===== src/rtl/reg_writeback.sv =====
// Write-side register file: routes one microcode nibble per enabled step into A/B/X/Y/SP/temps
// or out to memory, then applies X/Y post-increment and SP push/pop adjustments.
package types_pkg;
    typedef enum logic [4:0] {
        REG_A, REG_B, REG_TEMPA, REG_TEMPB,
        REG_XL, REG_XH, REG_XP, REG_YL, REG_YH, REG_YP,
        REG_SPL, REG_SPH,
        REG_MX, REG_MY, REG_MSP, REG_MSP_INC, REG_Mn,
        REG_ALU, REG_FLAGS, REG_PCL, REG_PCH, REG_PCP,
        REG_IMM_L, REG_IMM_H, REG_ZERO, REG_ONE
    } reg_type;
endpackage

module reg_writeback
    import types_pkg::*;
(
    input  logic        clk,
    input  logic        reset,
    input  logic        clk_2x_en,
    input  logic        is_write,
    input  reg_type     selector,
    input  logic [3:0]  in,
    input  logic [7:0]  immed,
    input  logic        inc_x,
    input  logic        inc_y,
    input  logic        sp_inc,
    input  logic        sp_dec,
    output logic [3:0]  a,
    output logic [3:0]  b,
    output logic [3:0]  temp_a,
    output logic [3:0]  temp_b,
    output logic [11:0] x,
    output logic [11:0] y,
    output logic [7:0]  sp,
    output logic        mem_write_en,
    output logic [11:0] mem_write_addr,
    output logic [3:0]  mem_write_data
);
    logic [3:0]  a_q, a_d, b_q, b_d, temp_a_q, temp_a_d, temp_b_q, temp_b_d;
    logic [11:0] x_q, x_d, y_q, y_d;
    logic [7:0]  sp_q, sp_d;
    logic        mem_we_q, mem_we_d;
    logic [11:0] mem_addr_q, mem_addr_d;
    logic [3:0]  mem_data_q, mem_data_d;
    logic        unused_immed_hi;

    assign unused_immed_hi = ^immed[7:4];

    always_comb begin
        a_d        = a_q;
        b_d        = b_q;
        temp_a_d   = temp_a_q;
        temp_b_d   = temp_b_q;
        x_d        = x_q;
        y_d        = y_q;
        sp_d       = sp_q;
        mem_we_d   = 1'b0;
        mem_addr_d = mem_addr_q;
        mem_data_d = mem_data_q;

        if (clk_2x_en) begin
            if (is_write) begin
                // Memory addresses are taken from the _q values, i.e. before this step's adjustments.
                unique case (selector)
                    REG_A:       a_d        = in;
                    REG_B:       b_d        = in;
                    REG_TEMPA:   temp_a_d   = in;
                    REG_TEMPB:   temp_b_d   = in;
                    REG_XL:      x_d[3:0]   = in;
                    REG_XH:      x_d[7:4]   = in;
                    REG_XP:      x_d[11:8]  = in;
                    REG_YL:      y_d[3:0]   = in;
                    REG_YH:      y_d[7:4]   = in;
                    REG_YP:      y_d[11:8]  = in;
                    REG_SPL:     sp_d[3:0]  = in;
                    REG_SPH:     sp_d[7:4]  = in;
                    REG_MX:      begin mem_we_d = 1'b1; mem_addr_d = x_q;                     end
                    REG_MY:      begin mem_we_d = 1'b1; mem_addr_d = y_q;                     end
                    REG_MSP:     begin mem_we_d = 1'b1; mem_addr_d = {4'h0, sp_q};            end
                    REG_MSP_INC: begin mem_we_d = 1'b1; mem_addr_d = {4'h0, sp_q + 8'h01};    end
                    REG_Mn:      begin mem_we_d = 1'b1; mem_addr_d = {8'h00, immed[3:0]};     end
                    default:     ;
                endcase
                if (mem_we_d) mem_data_d = in;
            end

            if (inc_x) x_d[7:0] = x_d[7:0] + 8'h01;
            if (inc_y) y_d[7:0] = y_d[7:0] + 8'h01;

            if (sp_inc && !sp_dec)      sp_d = sp_d + 8'h01;
            else if (sp_dec && !sp_inc) sp_d = sp_d - 8'h01;
        end
    end

    always_ff @(posedge clk) begin
        if (reset) begin
            a_q        <= '0;
            b_q        <= '0;
            temp_a_q   <= '0;
            temp_b_q   <= '0;
            x_q        <= '0;
            y_q        <= '0;
            sp_q       <= '0;
            mem_we_q   <= 1'b0;
            mem_addr_q <= '0;
            mem_data_q <= '0;
        end else begin
            a_q        <= a_d;
            b_q        <= b_d;
            temp_a_q   <= temp_a_d;
            temp_b_q   <= temp_b_d;
            x_q        <= x_d;
            y_q        <= y_d;
            sp_q       <= sp_d;
            mem_we_q   <= mem_we_d;
            mem_addr_q <= mem_addr_d;
            mem_data_q <= mem_data_d;
        end
    end

    assign a              = a_q;
    assign b              = b_q;
    assign temp_a         = temp_a_q;
    assign temp_b         = temp_b_q;
    assign x              = x_q;
    assign y              = y_q;
    assign sp             = sp_q;
    assign mem_write_en   = mem_we_q;
    assign mem_write_addr = mem_addr_q;
    assign mem_write_data = mem_data_q;
endmodule


===== config.mk =====
export PLATFORM = sky130hd
export DESIGN_NAME = reg_writeback
export DESIGN_NICKNAME = d
export VERILOG_FILES = /design/src/rtl/reg_writeback.sv
export SDC_FILE = /design/constraint.sdc
export NUM_CORES = 1
export LEC_CHECK = 0
export CELL_PAD_IN_SITES_DETAIL_PLACEMENT = 0
export CELL_PAD_IN_SITES_GLOBAL_PLACEMENT = 1
export CORE_MARGIN = 4
export CORE_UTILIZATION = 40
export CTS_CLUSTER_DIAMETER = 50
export CTS_CLUSTER_SIZE = 14
export DETAILED_ROUTE_END_ITERATION = 6
export PLACE_DENSITY_LB_ADDON = 0.08
export SLEW_MARGIN = 40
export SYNTH_ARGS = -nofsm -noshare
export SYNTH_HDL_FRONTEND = slang
export SYNTH_SLANG_ARGS = --single-unit

===== constraint.sdc =====
create_clock -name clk -period 3.7 [get_ports clk]
set_input_delay 0.74 -clock clk [delete_from_list [all_inputs] [get_ports clk]]
set_output_delay 0.74 -clock clk [all_outputs]
set_load 0.1 [all_outputs]

Yosys cells after proc, flatten, opt, wreduce, memory -nomap -nowiden
Index checks and enable logic that the tools add are counted.

Bits in registers: 65. Word-level logic and storage cells: 76. Input bits: 25.

Bitwise logic cells: 2. Reduce and logical (&&, ||, !) cells: 16. Multiplexer cells: 22. Equality and inequality tests: 19. Add/sub/neg operators: 5.

Operators with widths (number): $pmux 12 s5 (1); $mux 12 (4); $mux 8 (6); $eq 5x4->1 const B (8); $add 8x1->8 const B (4); $mux 4 (8); $reduce_and 3->1 (8); $eq 5x3->1 const B (4); $eq 5x2->1 const B (2); $sub 8x1->8 const B (1); $ne 2x1->1 const B (3); $eq 5x1->1 const B (1); $eq 5x5->1 const B (1); $logic_not 5->1 (1); $reduce_bool 5->1 (1); $reduce_or 5->1 (1); $mux 1 (3); $reduce_or 3->1 (1); $logic_and 1x1->1 (2); $logic_not 1->1 (2); $not 1->1 (2).

Longest topological paths before layout
Gate-level depths: netlist of run 1.

Depth in word-level cells: 7. Mapped depth: 13. Depth with buffers taken out: 11.

Worst setup path before layout of run 1
Ideal clock, no wire load.

Kind: input -> register. Start point: input selector[4]. End point: register x_q[4] (netlist: x[4]). Arrival time: 2568 ps. Path buffers: 2. Slack: 1005 ps. Stages on the path: 11. Cells stage by stage: buf_6 > and4bb_1 > buf_2 > nand2_1 > o21ai_0 > ha_1 > and2_1 > o21ai_0 > mux2_2 > a22oi_1 > nor2_1.

Cells in the longest elaborated chain, start to end: 6.

Ends and longest elaborated chain: start, declared (RTL line 21) `input reg_type selector,`; $eq 5x3->1 (RTL line 64) `unique case (selector)`; $mux 4 (RTL line 64); $mux 12 (*) (RTL line 62) `if (is_write) begin`; $mux 12 (*) (RTL line 61) `if (clk_2x_en) begin`; $add 8x1->8 (RTL line 87) `if (inc_x) x_d[7:0] = x_d[7:0] + 8'h01;`; $mux 8 (*) (RTL line 87); end signal, assigned (RTL line 101) `x_q <= '0;`; end signal, assigned (RTL line 112) `x_q <= x_d;`; end, declared (RTL line 40) `logic [11:0] x_q, x_d, y_q, y_d;`.

Mark *: on every way between the ends. The rest lies on a longest branch, timed or not. The select of a mux whose other input is x is not followed. A chain may end at the register's enable or synchronous reset.

Final worst setup path of run 1
Start point: input selector[4]. End point: register x_q[6] (netlist: x[6]).

The elaborated chain is that of the path after synthesis.

==> results by group, run 1 <==
Power
  – Switching Fraction: 0.3335
  – Net Sw Power: 575.6 µW
  – Power per cell area: 341.9 nW/µm²
  – Reg power frac: 0.426
  – Clk pwr share: 0.371
  – Combinational group share of total power: 0.203
  – Leakage: 0.002182 µW
  – VDD IR max: 0.0001798 V
  – Int Pwr: 1150 µW

STA
  – Max Clk Rate: 0.3122 GHz
  – Max Slew Vio Count: 0
  – Setup WS post-layout: 0.4969 ns
  – Final setup viols: 0
  – Final hold viol count: 0
  – Clock period minus worst slack: 3.203 ns
  – Post-Route Setup TNS: 0 ns
  – Fin crit share: 0.8657
  – Clk_skew: 0.007351 ns
  – RSZ-0062 raised after global routing: no
  – Slew headroom: 0.6047
  – Slew @ Worst Pin: 0.5930 ns

Layout
  – Final core utilization: 0.5140
  – Finished Cell Area: 5047 µm²
  – Fill count: 1,035
  – Fraction of layout cells with a size suffix above 1: 0.2220
  – Most frequent cells in the layout: nand2_1 (78), nor2_1 (67), dfxtp_1 (65)
  – Nets: 651
  – Area Growth Syn to Fin: 24.01%
  – Fin cells: 759
  – Diode count: 0
  – Most common cell after layout, fill and taps aside: nand2_1

Logic synthesis
  – Post-synthesis cell area: 4070 µm²
  – EDFF count, synth: 0
  – Ys flop type: dfxtp_1
  – Mux cell area share after synthesis: 0.1097
  – Yosys warning count: 0
  – Simple-Gate Fraction of Synth Area: 0.2641
  – XOR/XNOR Fraction of Synth Area: 0.02367
  – Synthesized area per cell: 7.680 µm²
  – Syn Nets: 560
  – Synth area leader: dfxtp_1
  – Yosys reg bits: 65
  – Main combinational cell family by area after synthesis: simple AND/OR/NAND/NOR gates
  – Adder-Cell Fraction of Synth Area: 0.01537
  – Seq/Total Area, Yosys: 0.3197
  – Async set or reset register ratio after synthesis: 0
  – Largest cells by area after synthesis: dfxtp_1 (32%), mux2i_1 (8.6%), nand2_1 (7.2%)
  – Cell variety after synth: 72
  – Top cell type's share of synthesized area: 0.3197
  – Post-Syn Instances: 530
  – Post-synthesis compound-gate area fraction: 0.2149

Clocking
  – CTS tree: yes
  – Hold Buf Count CTS: 0
  – Clk_lat worst skew: 0.35 ns
  – Largest buffer count on any clock path: 2
  – Htree depth: 3
  – Worst-path clk slew: 0.08 ns
  – Clock root buffer: clkbuf_8
  – Num CTS Buffers: 9
  – Post_cts resized: 0
  – Post-CTS Setup Bufs: 0
  – Clock sink count: 65

Floorplanning
  – Width of the die: 108.9 µm
  – Die H: 108.9 µm
  – Die area: 11,850 µm²
  – FP Rows: 36
  – # IOs: 90
  – Total core area: 9819 µm²
  – Initial core utilization: 0.4145

GRT
  – Busiest grt layer: met2
  – Antenna violations before repair: 0
  – First-pass GRT wire length: 21,020 µm
  – Vias in the first global route: 3,980
  – Largest net degree at the start of global routing: 43
  – M1 GR Usage: 0.3007
  – M3 GR Usage: 0.06394
  – Grt ovf: 0
  – Met2 GRT Util: 0.3675
  – Gr usage total: 0.2293

Placement
  – Dpl ws: 0.1896 ns
  – Hpwl dp: 9638 µm
  – Global placement routability congestion: 0.9216
  – Placed cell count: 743
  – Port buffer count: 85
  – Area after DPL: 4842 µm²

Hold path
  – Worst Hold Class: reg2reg

Detailed routing
  – DRC errors left: 0
  – WL/cell: 17.33 µm
  – TritonRoute pass-1 iters: 5
  – Final wirelength: 13,150 µm
  – ANT nets after route: 0
  – DR vias/cell: 5.458
  – Vias after detailed routing: 4,143
  – Initial DRC count: 279

Critical path
  – Worst path required time: 3.99 ns
  – Crit. End Element: register
  – Crit start category: input pin
  – Worst Path Arrival: 3.49 ns
  – Crit path kind: in2reg
  – Crit-path max FO: 10

Job
  – Max cap viols: 0

Outcome
  – Run status: finished, final reports clean
registers in the layout (all words and copies together) (netlist names):
signal          flops
mem_write_addr     12
x                  12
y                  12
sp                  8
a                   4
b                   4
mem_write_data      4
temp_a              4
temp_b              4
mem_write_en        1
metal layers:
metal  wire length [µm]  up-vias
met5                  0        -
li1                   -     2069
met3                797       17
met4                231        0
met1               6103     1944
met2               6017      113
worst paths after layout:
| check | start | to | slack [ns] | cells past startpoint |
|---|---|---|---|---|
| max | selector[4] | x[6] | 0.50 | 11 |
| min | mem_write_addr[5] | mem_write_addr[5] | 0.46 | 2 |
| min reg2reg | mem_write_addr[5] | mem_write_addr[5] | 0.46 | 2 |
| max reg2reg | sp[0] | sp[6] | 1.55 | 9 |
layout make-up:
type,count,area (µm²),area share
timing repair buffer,117,778.2,0.1542
tap,133,166.4,0.03297
clock inverter,6,67.56,0.01339
inverter,11,41.29,0.008180
multi-input combinational,417,2555,0.5062
sequential,65,1301,0.2578
clock buffer,10,137.6,0.02727
synthesized netlist by cell type, types with 9 or more instances:
cell type  number
nand3_1        16
nand2_1        78
mux2i_1        35
o21ai_0        31
clkbuf_1       25
a21oi_1        35
dfxtp_1        65
nor2_1         67
nor3_1         15
inv_1          10
a221oi_1        9
a22oi_1        12
worst max-delay path, stage by stage:
cell and delay [ns]:
clkdlybuf4s50_1 0.54, and4bb_1 0.46, nand2_1 0.19, o21ai_0 0.33
ha_1 0.20, and2_1 0.18, o21ai_0 0.23, nor2_1 0.23
mux2i_1 0.20, a22oi_1 0.10, nor2_1 0.10
power groups by stage:
stage	sequential (µW)	clock (µW)	combinational, µW
CTS	735	662	350
global route	738	694	375
global placement	752	0	357
finish	735	640	350
detailed placement	751	0	349
floorplan	845	0	150
stage by stage:
step	hold slack, ns	power (µW)
after floorplan	0.8836	995.3
after global placement	0.4472	1109
after detailed placement	0.4461	1100
after CTS	0.4575	1747
after global routing	0.4766	1807
final	0.4570	1726
kinds of logic after synthesis:
logic type               after synthesis
flip-flops                            65
adder cells (fa/ha/maj)                5
AO/OA/AOI/OAI                        133
XOR/XNOR                              11
buffers and inverters                 48
AND/OR/NAND/NOR                      225
multiplexers                          43
Note: power is estimated with default switching activity, not from simulation.
==> run 2, diff against run 1 <==
--- a/config.mk
+++ b/config.mk
@@ -5,6 +5,7 @@
 export SDC_FILE = /design/constraint.sdc
 export NUM_CORES = 1
 export LEC_CHECK = 0
+export CAP_MARGIN = 25
 export CELL_PAD_IN_SITES_DETAIL_PLACEMENT = 0
 export CELL_PAD_IN_SITES_GLOBAL_PLACEMENT = 1
 export CORE_MARGIN = 4
==> results of run 2 <==
Same layout as run 1: the final DEF is identical, and so are final timing and power.
==> run 3, diff against run 2 <==
--- a/config.mk
+++ b/config.mk
@@ -5,11 +5,12 @@
 export SDC_FILE = /design/constraint.sdc
 export NUM_CORES = 1
 export LEC_CHECK = 0
-export CAP_MARGIN = 25
+export CAP_MARGIN = 5
 export CELL_PAD_IN_SITES_DETAIL_PLACEMENT = 0
 export CELL_PAD_IN_SITES_GLOBAL_PLACEMENT = 1
 export CORE_MARGIN = 4
 export CORE_UTILIZATION = 40
+export CTS_BUF_LIST = sky130_fd_sc_hd__clkbuf_8 sky130_fd_sc_hd__clkbuf_16
 export CTS_CLUSTER_DIAMETER = 50
 export CTS_CLUSTER_SIZE = 14
 export DETAILED_ROUTE_END_ITERATION = 6
==> results of run 3 <==
Same layout as run 1: the final DEF is identical, and so are final timing and power.
